===== config.mk =====
export PLATFORM = sky130hd
export DESIGN_NAME = ones_accumulator
export DESIGN_NICKNAME = d
export VERILOG_FILES = /design/src/rtl/ones_counter_pkg.sv /design/src/rtl/chunk_popcount.sv /design/src/rtl/ones_accumulator.sv
export SDC_FILE = /design/constraint.sdc
export NUM_CORES = 1
export LEC_CHECK = 0
export ABC_AREA = 1
export BUFFER_PORTS_ARGS = -buffer_cell sky130_fd_sc_hd__buf_2
export CORE_MARGIN = 10
export CORE_UTILIZATION = 45
export CTS_CLUSTER_SIZE = 28
export DETAILED_ROUTE_END_ITERATION = 7
export PLACE_DENSITY = 0.67
export SLEW_MARGIN = 20
export SYNTH_ARGS = -nofsm -noshare
export SYNTH_HDL_FRONTEND = slang
export SYNTH_SLANG_ARGS = --single-unit
export TNS_END_PERCENT = 30

===== constraint.sdc =====
create_clock -name clock_i -period 8.14 [get_ports clock_i]
set_clock_uncertainty 0.15 [all_clocks]
set_input_delay 0.814 -clock clock_i [delete_from_list [all_inputs] [get_ports clock_i]]
set_output_delay 0.814 -clock clock_i [all_outputs]
set_load 0.02 [all_outputs]

===== src/rtl/ones_counter_pkg.sv =====
// Shared definitions for the ones-counting blocks: FSM state encoding and
// the count-width helper used to size popcount results.
package ones_counter_pkg;

    typedef enum logic [1:0] {
        ST_IDLE  = 2'd0,
        ST_COUNT = 2'd1,
        ST_DONE  = 2'd2
    } state_e;

    // Bits needed to hold a count in 0..n inclusive.
    function automatic int unsigned count_width(input int unsigned n);
        return $clog2(n + 1);
    endfunction

endpackage


===== src/rtl/chunk_popcount.sv =====
// Combinational population count of one WIDTH-bit chunk; reusable by other
// vote logic.
module chunk_popcount
    import ones_counter_pkg::*;
#(
    parameter int unsigned WIDTH = 8
) (
    input  logic [WIDTH-1:0]              bits_i,
    output logic [count_width(WIDTH)-1:0] count_o
);

    localparam int unsigned PW = count_width(WIDTH);

    always_comb begin
        count_o = '0;
        for (int unsigned i = 0; i < WIDTH; i++) begin
            count_o = count_o + PW'(bits_i[i]);
        end
    end

endmodule


===== src/rtl/ones_accumulator.sv =====
// Multi-cycle popcount of a wide feature vector, CHUNK_WIDTH bits per cycle,
// with ones/zeros mode and a registered threshold compare.
module ones_accumulator
    import ones_counter_pkg::*;
#(
    parameter int unsigned INPUT_FEATURES = 32,
    parameter int unsigned CHUNK_WIDTH    = 8
) (
    input  logic                                      clock_i,
    input  logic                                      reset_i,
    input  logic                                      valid_i,
    output logic                                      ready_o,
    input  logic [INPUT_FEATURES-1:0]                 input_features_i,
    input  logic                                      mode_i,
    input  logic [count_width(INPUT_FEATURES)-1:0]    threshold_i,
    output logic                                      valid_o,
    input  logic                                      ready_i,
    output logic [count_width(INPUT_FEATURES)-1:0]    ones_o,
    output logic                                      above_threshold_o
);

    localparam int unsigned NUM_CHUNKS = INPUT_FEATURES / CHUNK_WIDTH;
    localparam int unsigned CW         = count_width(INPUT_FEATURES);
    localparam int unsigned PW         = count_width(CHUNK_WIDTH);
    localparam int unsigned IW         = (NUM_CHUNKS > 1) ? $clog2(NUM_CHUNKS) : 1;

    if (INPUT_FEATURES < 1 || CHUNK_WIDTH < 1 ||
        (INPUT_FEATURES % CHUNK_WIDTH) != 0) begin : g_bad_cfg
        $error("ones_accumulator: INPUT_FEATURES must be a nonzero multiple of CHUNK_WIDTH");
    end

    state_e                    state_q, state_d;
    logic [INPUT_FEATURES-1:0] vec_q;
    logic                      mode_q;
    logic [CW-1:0]             thr_q;
    logic [CW-1:0]             acc_q;
    logic [IW-1:0]             idx_q;
    logic [CW-1:0]             ones_q;
    logic                      above_q;

    logic                      accept;
    logic                      last_chunk;
    logic [CHUNK_WIDTH-1:0]    chunk;
    logic [PW-1:0]             chunk_cnt;
    logic [CW-1:0]             sum_d;

    assign accept     = valid_i && ready_o;
    assign last_chunk = (idx_q == IW'(NUM_CHUNKS - 1));

    // Zeros mode counts the set bits of the inverted chunk.
    always_comb begin
        chunk = vec_q[int'(idx_q) * CHUNK_WIDTH +: CHUNK_WIDTH];
        chunk = chunk ^ {CHUNK_WIDTH{mode_q}};
    end

    chunk_popcount #(
        .WIDTH (CHUNK_WIDTH)
    ) u_chunk_popcount (
        .bits_i  (chunk),
        .count_o (chunk_cnt)
    );

    assign sum_d = acc_q + CW'(chunk_cnt);

    always_ff @(posedge clock_i) begin
        if (!reset_i) begin
            state_q <= ST_IDLE;
        end else begin
            state_q <= state_d;
        end
    end

    always_comb begin
        state_d = state_q;
        case (state_q)
            ST_IDLE:  if (accept)     state_d = ST_COUNT;
            ST_COUNT: if (last_chunk) state_d = ST_DONE;
            ST_DONE:  if (ready_i)    state_d = ST_IDLE;
            default:                  state_d = ST_IDLE;
        endcase
    end

    always_comb begin
        ready_o = reset_i && (state_q == ST_IDLE);
        valid_o = (state_q == ST_DONE);
    end

    always_ff @(posedge clock_i) begin
        if (!reset_i) begin
            vec_q   <= '0;
            mode_q  <= 1'b0;
            thr_q   <= '0;
            acc_q   <= '0;
            idx_q   <= '0;
            ones_q  <= '0;
            above_q <= 1'b0;
        end else begin
            case (state_q)
                ST_IDLE: begin
                    if (accept) begin
                        vec_q  <= input_features_i;
                        mode_q <= mode_i;
                        thr_q  <= threshold_i;
                        acc_q  <= '0;
                        idx_q  <= '0;
                    end
                end
                ST_COUNT: begin
                    acc_q <= sum_d;
                    if (last_chunk) begin
                        idx_q   <= '0;
                        ones_q  <= sum_d;
                        above_q <= (sum_d >= thr_q);
                    end else begin
                        idx_q <= idx_q + 1'b1;
                    end
                end
                default: ;
            endcase
        end
    end

    assign ones_o            = ones_q;
    assign above_threshold_o = above_q;

endmodule


; ---- Yosys cells after proc, flatten, opt, wreduce, memory -nomap -nowiden
; Index checks and enable logic that the tools add are counted.
[totals]
ff_bits = 56
latchBits = 0
mem_bits_rw = 0
romBits = 0
output_inout_bits = 9
wordCells = 43
memories = 0
[op_classes]
addsub = 9
mul = 0
div_mod_pow = 0
n_lt_le_gt_ge = 1
n_eq_ne = 6
shifts = 1
n_mux = 9
n_bitwise = 1
reduce_logical = 8
[ops]
columns = op, n
row1 = $shiftx 32x6->8, 1
row2 = $add 4x1->4, 6
row3 = $pmux 6 s2, 1
row4 = $mux 2, 5
row5 = $xor 8x8->8, 1
row6 = $add 6x4->6, 1
row7 = $ge 6x6->1, 1
row8 = $mux 6, 1
row9 = $pmux 2 s3, 1
row10 = $reduce_and 2->1, 3
row11 = $eq 2x2->1 const B, 2
row12 = $ne 2x2->1 const B, 2
row13 = $pmux 2 s2, 1
row14 = $reduce_and 3->1, 1
row15 = $add 1x1->2, 1
row16 = $add 2x1->2 const B, 1
row17 = $eq 2x1->1 const B, 1
row18 = $logic_and 1x1->1, 2
row19 = $logic_not 2->1, 1
row20 = $ne 2x1->1 const B, 1
row21 = $reduce_bool 2->1, 1

; ---- Depth between registers and ports, before layout
; Gate-level depths: netlist of run 1.
[logic_depth]
ltp_word = 11
depth_mapped = 28
depth_no_buf = 27

; ---- Modules after synthesis
; From an unflattened synthesis of run 1, not the netlist that was laid out.
[hier_totals]
cells_unflattened = 386
area_unflattened_um2 = 2872.8
[modules_own_cells]
columns = module, n_inst, cells_per_inst, area_each_um2
row1 = ones_accumulator, 1, 358, 2675.1
row2 = chunk_popcount, 1, 28, 197.7

; ---- Worst setup path after synthesis of run 1
; OpenSTA, ideal clock, no wires.
[synth_timing]
kind = register to register
from = register idx_q[0]
to = register above_q (netlist: above_threshold_o)
setup_ns = 0.116
arrival_ns = 4.777
required_time_ns = 7.874
setup_slack_ns = 3.097
path_stages_with_launch = 27
n_path_buf = 2
path_cell_list = dfxtp_1 clkbuf_2 buf_2 a21oi_1 o21ai_0 nand2_1 xor2_1 ha_1 fa_1 inv_1 fa_1 fa_1 fa_1 xnor2_1 ha_1 inv_1 nand2_1 nand3_1 nand2_1 nand2_1 nand2_1 ha_1 a21o_1 nor2_1 nand3_1 o211ai_1 inv_1
[synth_between]
elab_chain_len = 11
elab_cells_between_ends = 13
classes_between = 8 x add/sub / 1 x order compare / 1 x eq/ne / 1 x shift / 1 x bitwise / 1 x reduce/logical
[synth_rtl]
columns = item, line
row1 = "start, declared", ones_accumulator.sv:37  ; logic [IW-1:0] idx_q;
row2 = "start signal, assigned", ones_accumulator.sv:115  ; idx_q <= idx_q + 1'b1;
row3 = $shiftx 32x6->8 *, ones_accumulator.sv:52  ; chunk = vec_q[int'(idx_q) * CHUNK_WIDTH +: CHUNK_WIDTH];
row4 = $xor 8x8->8 *, ones_accumulator.sv:53  ; chunk = chunk ^ {CHUNK_WIDTH{mode_q}};
row5 = $add 1x1->2, chunk_popcount.sv:17  ; count_o = count_o + PW'(bits_i[i]);
row6 = $add 4x1->4 (5 in series), chunk_popcount.sv:17
row7 = $add 4x1->4 *, chunk_popcount.sv:17
row8 = $add 6x4->6 *, ones_accumulator.sv:63  ; assign sum_d = acc_q + CW'(chunk_cnt);
row9 = named net sum_d[5], ones_accumulator.sv:45  ; logic [CW-1:0] sum_d;
row10 = $ge 6x6->1 *, ones_accumulator.sv:113  ; above_q <= (sum_d >= thr_q);
row11 = "end signal, assigned", ones_accumulator.sv:113
row12 = "end, declared", ones_accumulator.sv:39  ; logic above_q;
; The timed path passes the listed nets; every way through them passes the cells marked *.
; A chain may end at the register's enable or synchronous reset.

; ---- Worst setup path in the final report of run 1
; Same ends and word-level chain as after synthesis.

==> reports/qor.csv, run 1 <==
metric,value,unit
synth_most_common_cell,nand2_1,
drtAntennaViolNets,0,
clk_latency,0.31,ns
std_cell_rows,28,
route.met3.wl,247,um
die_area,9920,um^2
rrSetupSlack,2.51,ns
reg2reg_to,above_threshold_o$_SDFFE_PN0P_,
vias,2378,
dp_hpwl,4.79,mm
tightest_slew,0.884,ns
setup_violations,0,
grt_use_total,12.7,%
via_per_inst,4.82,
dp_cells,485,
m1WireLength,3.04,mm
wl_per_cell,12.7,um
fin_crit_sh,69.2,%
worst_slack,2.51,ns
cts_buffers,5,
netlist_instances,378,
port_buffers,51,
slew_headroom,41.0,%
crit_arrival,5.69,ns
reg2reg_from,idx_q[0]$_SDFFE_PN0P_,
antennaDiodeCount,0,
area_growth,11.1,%
worstPathMaxFanout,35,
ioPinCount,52,
yosysWarnings,0,
synth_edf_count,0,
finalMaxSlewViolations,0,
post_cts.repair.setup_buffers,0,
rsz0062_at_grt,false,
drv_cap,0,
p_per_area,250,nW/um^2
grt_first_pass_wirelength,10.5,mm
cts_resized,0,
synth.top_cell.area_share,39.3,%
leakage,1.51,nW
hold_buffers,0,
grt_pass1_vias,2289,
ys.flop_type,dfxtp_1,
reg2regPathDepth,22,
ys_top_cells_by_count,"nand2_1, dfxtp_1, a21oi_1",
syn_area,2850,um^2
cts_tree,done,
drt-total-wl,6.27,mm
min_to,vec_q[5]$_SDFFE_PN0P_,
gr-total-overflow,0,
ys_seq_area_share,39.3,%
path_class,flop to flop,
finalHoldViolCount,0,
hold_start,vec_q[5]$_SDFFE_PN0P_,
hold_class,flop to flop,
clk_path_buf_depth,2,
ir_drop,0.000128,V
yosysUniqueCellTypes,27,
yosysTopAreaCell,dfxtp_1,
drt-initial-drc-count,84,
clk_pin_slew,0.10,ns
grt_max_degree,65,
drc,0,
chipWidth,99.6,um
dr.max_layer_used,met4,
fin_cells,493,
cts_sinks,56,
synth_area_leaders,"dfxtp_1, nand2_1, a21oi_1",
ys_async_sr_fraction,0,%
yosys_register_bits,56,
fin_setup_tns,0,ns
cp-start-kind,flop,
antenna_found_initial,0,
finalCriticalPeriod,5.63,ns
syn_nets,440,
syn_avg_cell_area,7.54,um^2
coreArea,6030,um^2
htree_num_levels,2,
wl_met2,2.92,mm
pre_cts_ws,2.50,ns
clock.fmax,178,MHz
final_nets,479,
cp.required,8.20,ns
holdPathStages,2,
outcome,"finished, final reports clean",
gp_congestion,0.835,
endpoint_kind,flop,
dr.pass1.iters,4,
fp.dieH,99.6,um
start_util,47.3,%
drive_gt1_share,15.3,%
clockRootBuffer,clkbuf_8,
final_util,52.6,%
[state kept, by name, summed over array words and instances (netlist names)]
register           cells
vec_q                 32
acc_q                  6
ones_o                 6
above_threshold_o      1
mode_q                 1
thr_q                  6
state_q                2
idx_q                  2
[per-stage QoR]
stage	hold WS [ns]	total power [mW]	instance area, um^2
global placement	0.290	0.626	3070
floorplan	0.274	0.559	2850
global route	0.325	0.861	3170
detailed placement	0.293	0.640	3070
finish	0.304	0.790	3170
CTS	0.306	0.801	3170
[power breakdown]
group	internal, mW	switching (mW)	total, mW
clock network	0.0698	0.0917	0.162
logic	0.123	0.193	0.316
registers	0.296	0.0164	0.312
total	0.489	0.301	0.790
[worst max-delay path: stages (launching register included)]
cell and delay (ns):
dfxtp_1 0.91, a21oi_1 0.14, o21ai_0 0.12, nand2_1 0.09
xor2_1 0.15, ha_1 0.30, fa_1 0.53, inv_1 0.05
fa_1 0.50, fa_1 0.47, fa_1 0.51, fa_1 0.46
inv_1 0.08, nand3_1 0.06, nand2_1 0.08, xor2_1 0.24
ha_1 0.28, nand2_1 0.08, a21oi_1 0.04, nor2_1 0.08
nand3_1 0.07, o211ai_1 0.08, inv_1 0.05
[kinds of logic after synthesis]
kind of cell / count (synthesis) / share of synthesized area [%]
flip-flops: 56 / 39.3
AND/OR/NAND/NOR: 118 / 17.6
buffers and inverters: 72 / 11.7
AO/OA/AOI/OAI: 102 / 18.3
adder cells (fa/ha/maj): 19 / 9.65
XOR/XNOR: 11 / 3.38
[layer usage]
metal | track usage [%] | vias to the layer above
met3 | 3.39 | 6
met2 | 21.1 | 40
met5 | 0 | -
li1 | - | 1289
met4 | 3.97 | 0
met1 | 15.5 | 1043
[cell type report]
class	count	area [um^2]
Fill cell	624	2860
Multi-Input combinational cell	250	1400
Clock inverter	2	13.8
Clock buffer	6	82.6
Inverter	53	203
Tap cell	75	93.8
Timing Repair Buffer	51	255
Sequential cell	56	1120
[worst max-delay path by stage]
stage | start | to | slack [ns] | cells after the start
2_1_floorplan | idx_q[0]$_SDFFE_PN0P_ | above_threshold_o$_SDFFE_PN0P_ | 3.10 | 26
3_5_place_dp | idx_q[0]$_SDFFE_PN0P_ | above_threshold_o$_SDFFE_PN0P_ | 2.50 | 22
3_3_place_gp | idx_q[0]$_SDFFE_PN0P_ | above_threshold_o$_SDFFE_PN0P_ | 2.64 | 22
4_1_cts | idx_q[0]$_SDFFE_PN0P_ | above_threshold_o$_SDFFE_PN0P_ | 2.49 | 22
5_1_grt | idx_q[0]$_SDFFE_PN0P_ | above_threshold_o$_SDFFE_PN0P_ | 2.00 | 24
6_report | idx_q[0]$_SDFFE_PN0P_ | above_threshold_o$_SDFFE_PN0P_ | 2.51 | 22
[layout by cell type (no fill, tap or decap), drive strengths merged]
cell type   n
clkinv      3
clkbuf      6
nor3        1
ha         14
nand2      85
o21a        1
a21o        1
dfxtp      56
o211ai      1
xnor2       2
inv        52
xor2        9
o21bai      2
buf        51
nor2        6
nand3      26
fa          5
o21ai      44
a21oi      53
(Power assumes the default switching activity.)
==> run 2: changes to the inputs <==
--- a/config.mk
+++ b/config.mk
@@ -5,7 +5,7 @@
 export SDC_FILE = /design/constraint.sdc
 export NUM_CORES = 1
 export LEC_CHECK = 0
-export ABC_AREA = 1
+export ABC_AREA = 0
 export BUFFER_PORTS_ARGS = -buffer_cell sky130_fd_sc_hd__buf_2
 export CORE_MARGIN = 10
 export CORE_UTILIZATION = 45
==> constraint.sdc (replaced) <==
create_clock -name clock_i -period 5.5 [get_ports clock_i]
set_clock_uncertainty 0.15 [all_clocks]
set_input_delay 0.55 -clock clock_i [delete_from_list [all_inputs] [get_ports clock_i]]
set_output_delay 0.55 -clock clock_i [all_outputs]
set_load 0.02 [all_outputs]
==> run 2 against run 1 <==
Clock-buffer cell count is 1 lower. Sequential cell count unchanged. Utilization up 1.7 points. Cell count decreased by 9.1%. Setup slack lost 2.3 ns. Design area increased by 3.2%. Synthesized area up 0.13%. Largest power group is now sequential cells.
==> reports/qor.csv, run 2 <==
metric,value,unit,change
outcome,"finished, final reports clean",,unchanged
ir_drop,0.000152,V,was 0.000128 V
top_register,vec_q,,unchanged
final_cell_mix,"nand2_1, dfxtp_1, buf_2",,"was nand2_1, dfxtp_1, a21oi_1"
std_cell_rows,28,,unchanged
ioPinCount,52,,unchanged
drv_cap,0,,unchanged
syn_avg_cell_area,8.76,um^2,was 7.54 um^2
yosysWarnings,0,,unchanged
syn_area,2860,um^2,was 2850 um^2
hold_buffers,0,,unchanged
critPathMaxStageDelay,0.54,ns,was 0.91 ns
slew_headroom,42.0,%,was 41.0%
syn_nets,388,,was 440
largest_reg_flops,32,,unchanged
drive_gt1_share,23.9,%,was 15.3%
fin_crit_sh,95.4,%,was 69.2%
fp.dieH,99.7,um,was 99.6 um
yosysUniqueCellTypes,46,,was 27
hold_class,input port to flop,,was flop to flop
cp.required,5.56,ns,was 8.20 ns
drt-initial-drc-count,108,,was 84
finalHoldViolCount,0,,unchanged
drt-total-wl,6.49,mm,was 6.27 mm
ys_async_sr_fraction,0,%,unchanged
cts_sinks,56,,unchanged
grt_pass1_vias,2255,,"was 2,289"
fin_setup_tns,0,ns,unchanged
grt_first_pass_wirelength,10.9,mm,was 10.5 mm
ys_top_cells_by_count,"nand2_1, dfxtp_1, o21ai_0",,"was nand2_1, dfxtp_1, a21oi_1"
drc,0,,unchanged
yosys_register_bits,56,,unchanged
synth_most_common_cell,nand2_1,,unchanged
finalMaxSlewViolations,0,,unchanged
drtAntennaViolNets,0,,unchanged
worstPathMaxFanout,4,,was 35
final_util,54.2,%,was 52.6%
synth_area_leaders,"dfxtp_1, nand2_1, mux4_2",,"was dfxtp_1, nand2_1, a21oi_1"
gr-total-overflow,0,,unchanged
cts_buffers,5,,unchanged
yosysTopAreaCell,dfxtp_1,,unchanged
chipWidth,99.7,um,was 99.6 um
finalCriticalPeriod,5.25,ns,was 5.63 ns
crit_arrival,5.31,ns,was 5.69 ns
p_per_area,336,nW/um^2,was 250 nW/um^2
grt_use_total,13.1,%,was 12.7%
grt_max_degree,68,,was 65
vias,2309,,"was 2,378"
rsz0062_at_grt,false,,unchanged
leakage,1.35,nW,was 1.51 nW
path_class,flop to flop,,unchanged
port_buffers,51,,unchanged
critPathSlowestCell,fa_1,,was dfxtp_1
final_nets,434,,was 479
synth.top_cell.area_share,39.3,%,about the same
clk_path_buf_depth,2,,unchanged
tightest_slew,0.869,ns,was 0.884 ns
clockRootBuffer,clkbuf_8,,unchanged
wl_per_cell,14.5,um,was 12.7 um
dp_hpwl,4.82,mm,was 4.79 mm
ys.flop_type,dfxtp_1,,unchanged
multi_input_area,1560,um^2,was 1400 um^2
regArea,1120,um^2,about the same
coreArea,6030,um^2,unchanged
ys_seq_area_share,39.3,%,about the same
cp-start-kind,flop,,unchanged
cts_tree,done,,unchanged
fillCellCount,605,,was 624
clk_latency,0.32,ns,was 0.31 ns
start_util,47.4,%,was 47.3%
final_common_cell,nand2_1,,unchanged
via_per_inst,5.15,,was 4.82
clk_pin_slew,0.11,ns,was 0.10 ns
dr.pass1.iters,4,,unchanged
antenna_found_initial,0,,unchanged
endpoint_kind,flop,,unchanged
synth_edf_count,0,,unchanged
htree_num_levels,2,,unchanged
die_area,9930,um^2,was 9920 um^2
clock.fmax,191,MHz,was 178 MHz
antennaDiodeCount,0,,unchanged
gp_congestion,0.845,,was 0.835
netlist_instances,326,,was 378
setup_violations,0,,unchanged
worstPathCellList,mux4_2 -> xor2_1 -> ha_1 -> fa_1 -> inv_1 -> fa_1 -> fa_2 -> fa_1 -> xnor2_1 -> ha_1 -> nor2b_2 -> o21ai_2 -> and2_4 -> xnor2_1 -> ha_1 -> a21o_1 -> a211oi_2 -> a21oi_1,,was a21oi_1 -> o21ai_0 -> nand2_1 -> xor2_1 -> ha_1 -> fa_1 -> inv_1 -> fa_1 -> fa_1 -> fa_1 -> fa_1 -> inv_1 -> nand3_1 -> nand2_1 -> xor2_1 -> ha_1 -> nand2_1 -> a21oi_1 -> nor2_1 -> nand3_1 -> o211ai_1 -> inv_1
area_growth,14.5,%,was 11.1%
run 2: cell types whose count changed in the layout (fill, tap and decap cells not counted), sizes merged, moves of 6 or more:
cell   change
a21oi     -42
mux4       +8
inv       -31
xnor2      +6
buf        +9
nand3     -17
o21ai      -7
run 2: cell families (layout without fill, tap and decap cells):
| family | count (synthesis) | after routing | synth area share, % |
|---|---|---|---|
| adders and majority gates | 19 | 19 | 9.64 |
| DFF | 56 | 56 | 39.3 |
| buffers and inverters | 40 | 87 | 6.84 |
| xor gates and xnor gates | 13 | 13 | 3.99 |
| muxes | 9 | 9 | 6.66 |
| and+or+nand+nor | 121 | 121 | 19.2 |
| AOI/OAI and AO/OA | 68 | 68 | 14.4 |
run 2: path summary, 6_finish.rpt:
check	start	to	slack, ns	cells after the start
min	input_features_i[21]	vec_q[21]$_SDFFE_PN0P_	0.27	3
max reg2reg	idx_q[0]$_SDFFE_PN0P_	above_threshold_o$_SDFFE_PN0P_	0.25	18
min reg2reg	ones_o[2]$_SDFFE_PN0P_	ones_o[2]$_SDFFE_PN0P_	0.31	2
max	idx_q[0]$_SDFFE_PN0P_	above_threshold_o$_SDFFE_PN0P_	0.25	18
run 2: final cells by class:
cell class                      instances  area share, %
Clock buffer                            5           2.11
Clock inverter                          3          0.881
Inverter                               19           2.18
Multi-Input combinational cell        230           47.7
Sequential cell                        56           34.4
Tap cell                               75           2.87
Timing Repair Buffer                   60           9.88
run 2: metrics by stage:
stage	hold WS [ns]	area [um^2]	instances	setup WS, ns	total power [mW]
after floorplan	0.275	2860	326	0.0229	0.738
after global placement	0.286	3140	439	0.0636	0.839
after detailed placement	0.297	3140	439	-0.0359	0.851
after CTS	0.261	3240	447	0.00641	1.10
after global routing	0.263	3270	448	0.0467	1.18
final	0.266	3270	448	0.254	1.10
run 2: per-layer routing:
metal  vias up  part of all wire, %  GRT usage, %
met2        49                   44          19.3
met1      1060                   50          18.2
met3         4                  4.2          3.11
met5         -                    0             0
met4         0                  1.2          4.30
li1       1196                    -             -
run 2: worst max-delay path, delay by kind of cell, from the launching register on:
family	cells	cell delay, ns
compound gates	4	0.62
xor+xnor	3	0.43
fa+ha+maj	7	2.67
buf+inv	1	0.05
flops	1	0.39
mux	1	0.50
simple gates	2	0.33
run 2: where the power goes:
part	switching (mW)	internal (mW)
Sequential	0.0200	0.436
Clock	0.148	0.0965
Combinational	0.214	0.182
Total	0.382	0.715
run 2: what timing repair did:
item	4_1_cts	5_1_grt
gates resized for setup	2	6
buffers inserted	0	1
endpoints found under the setup margin	1	1
pin swaps	0	6
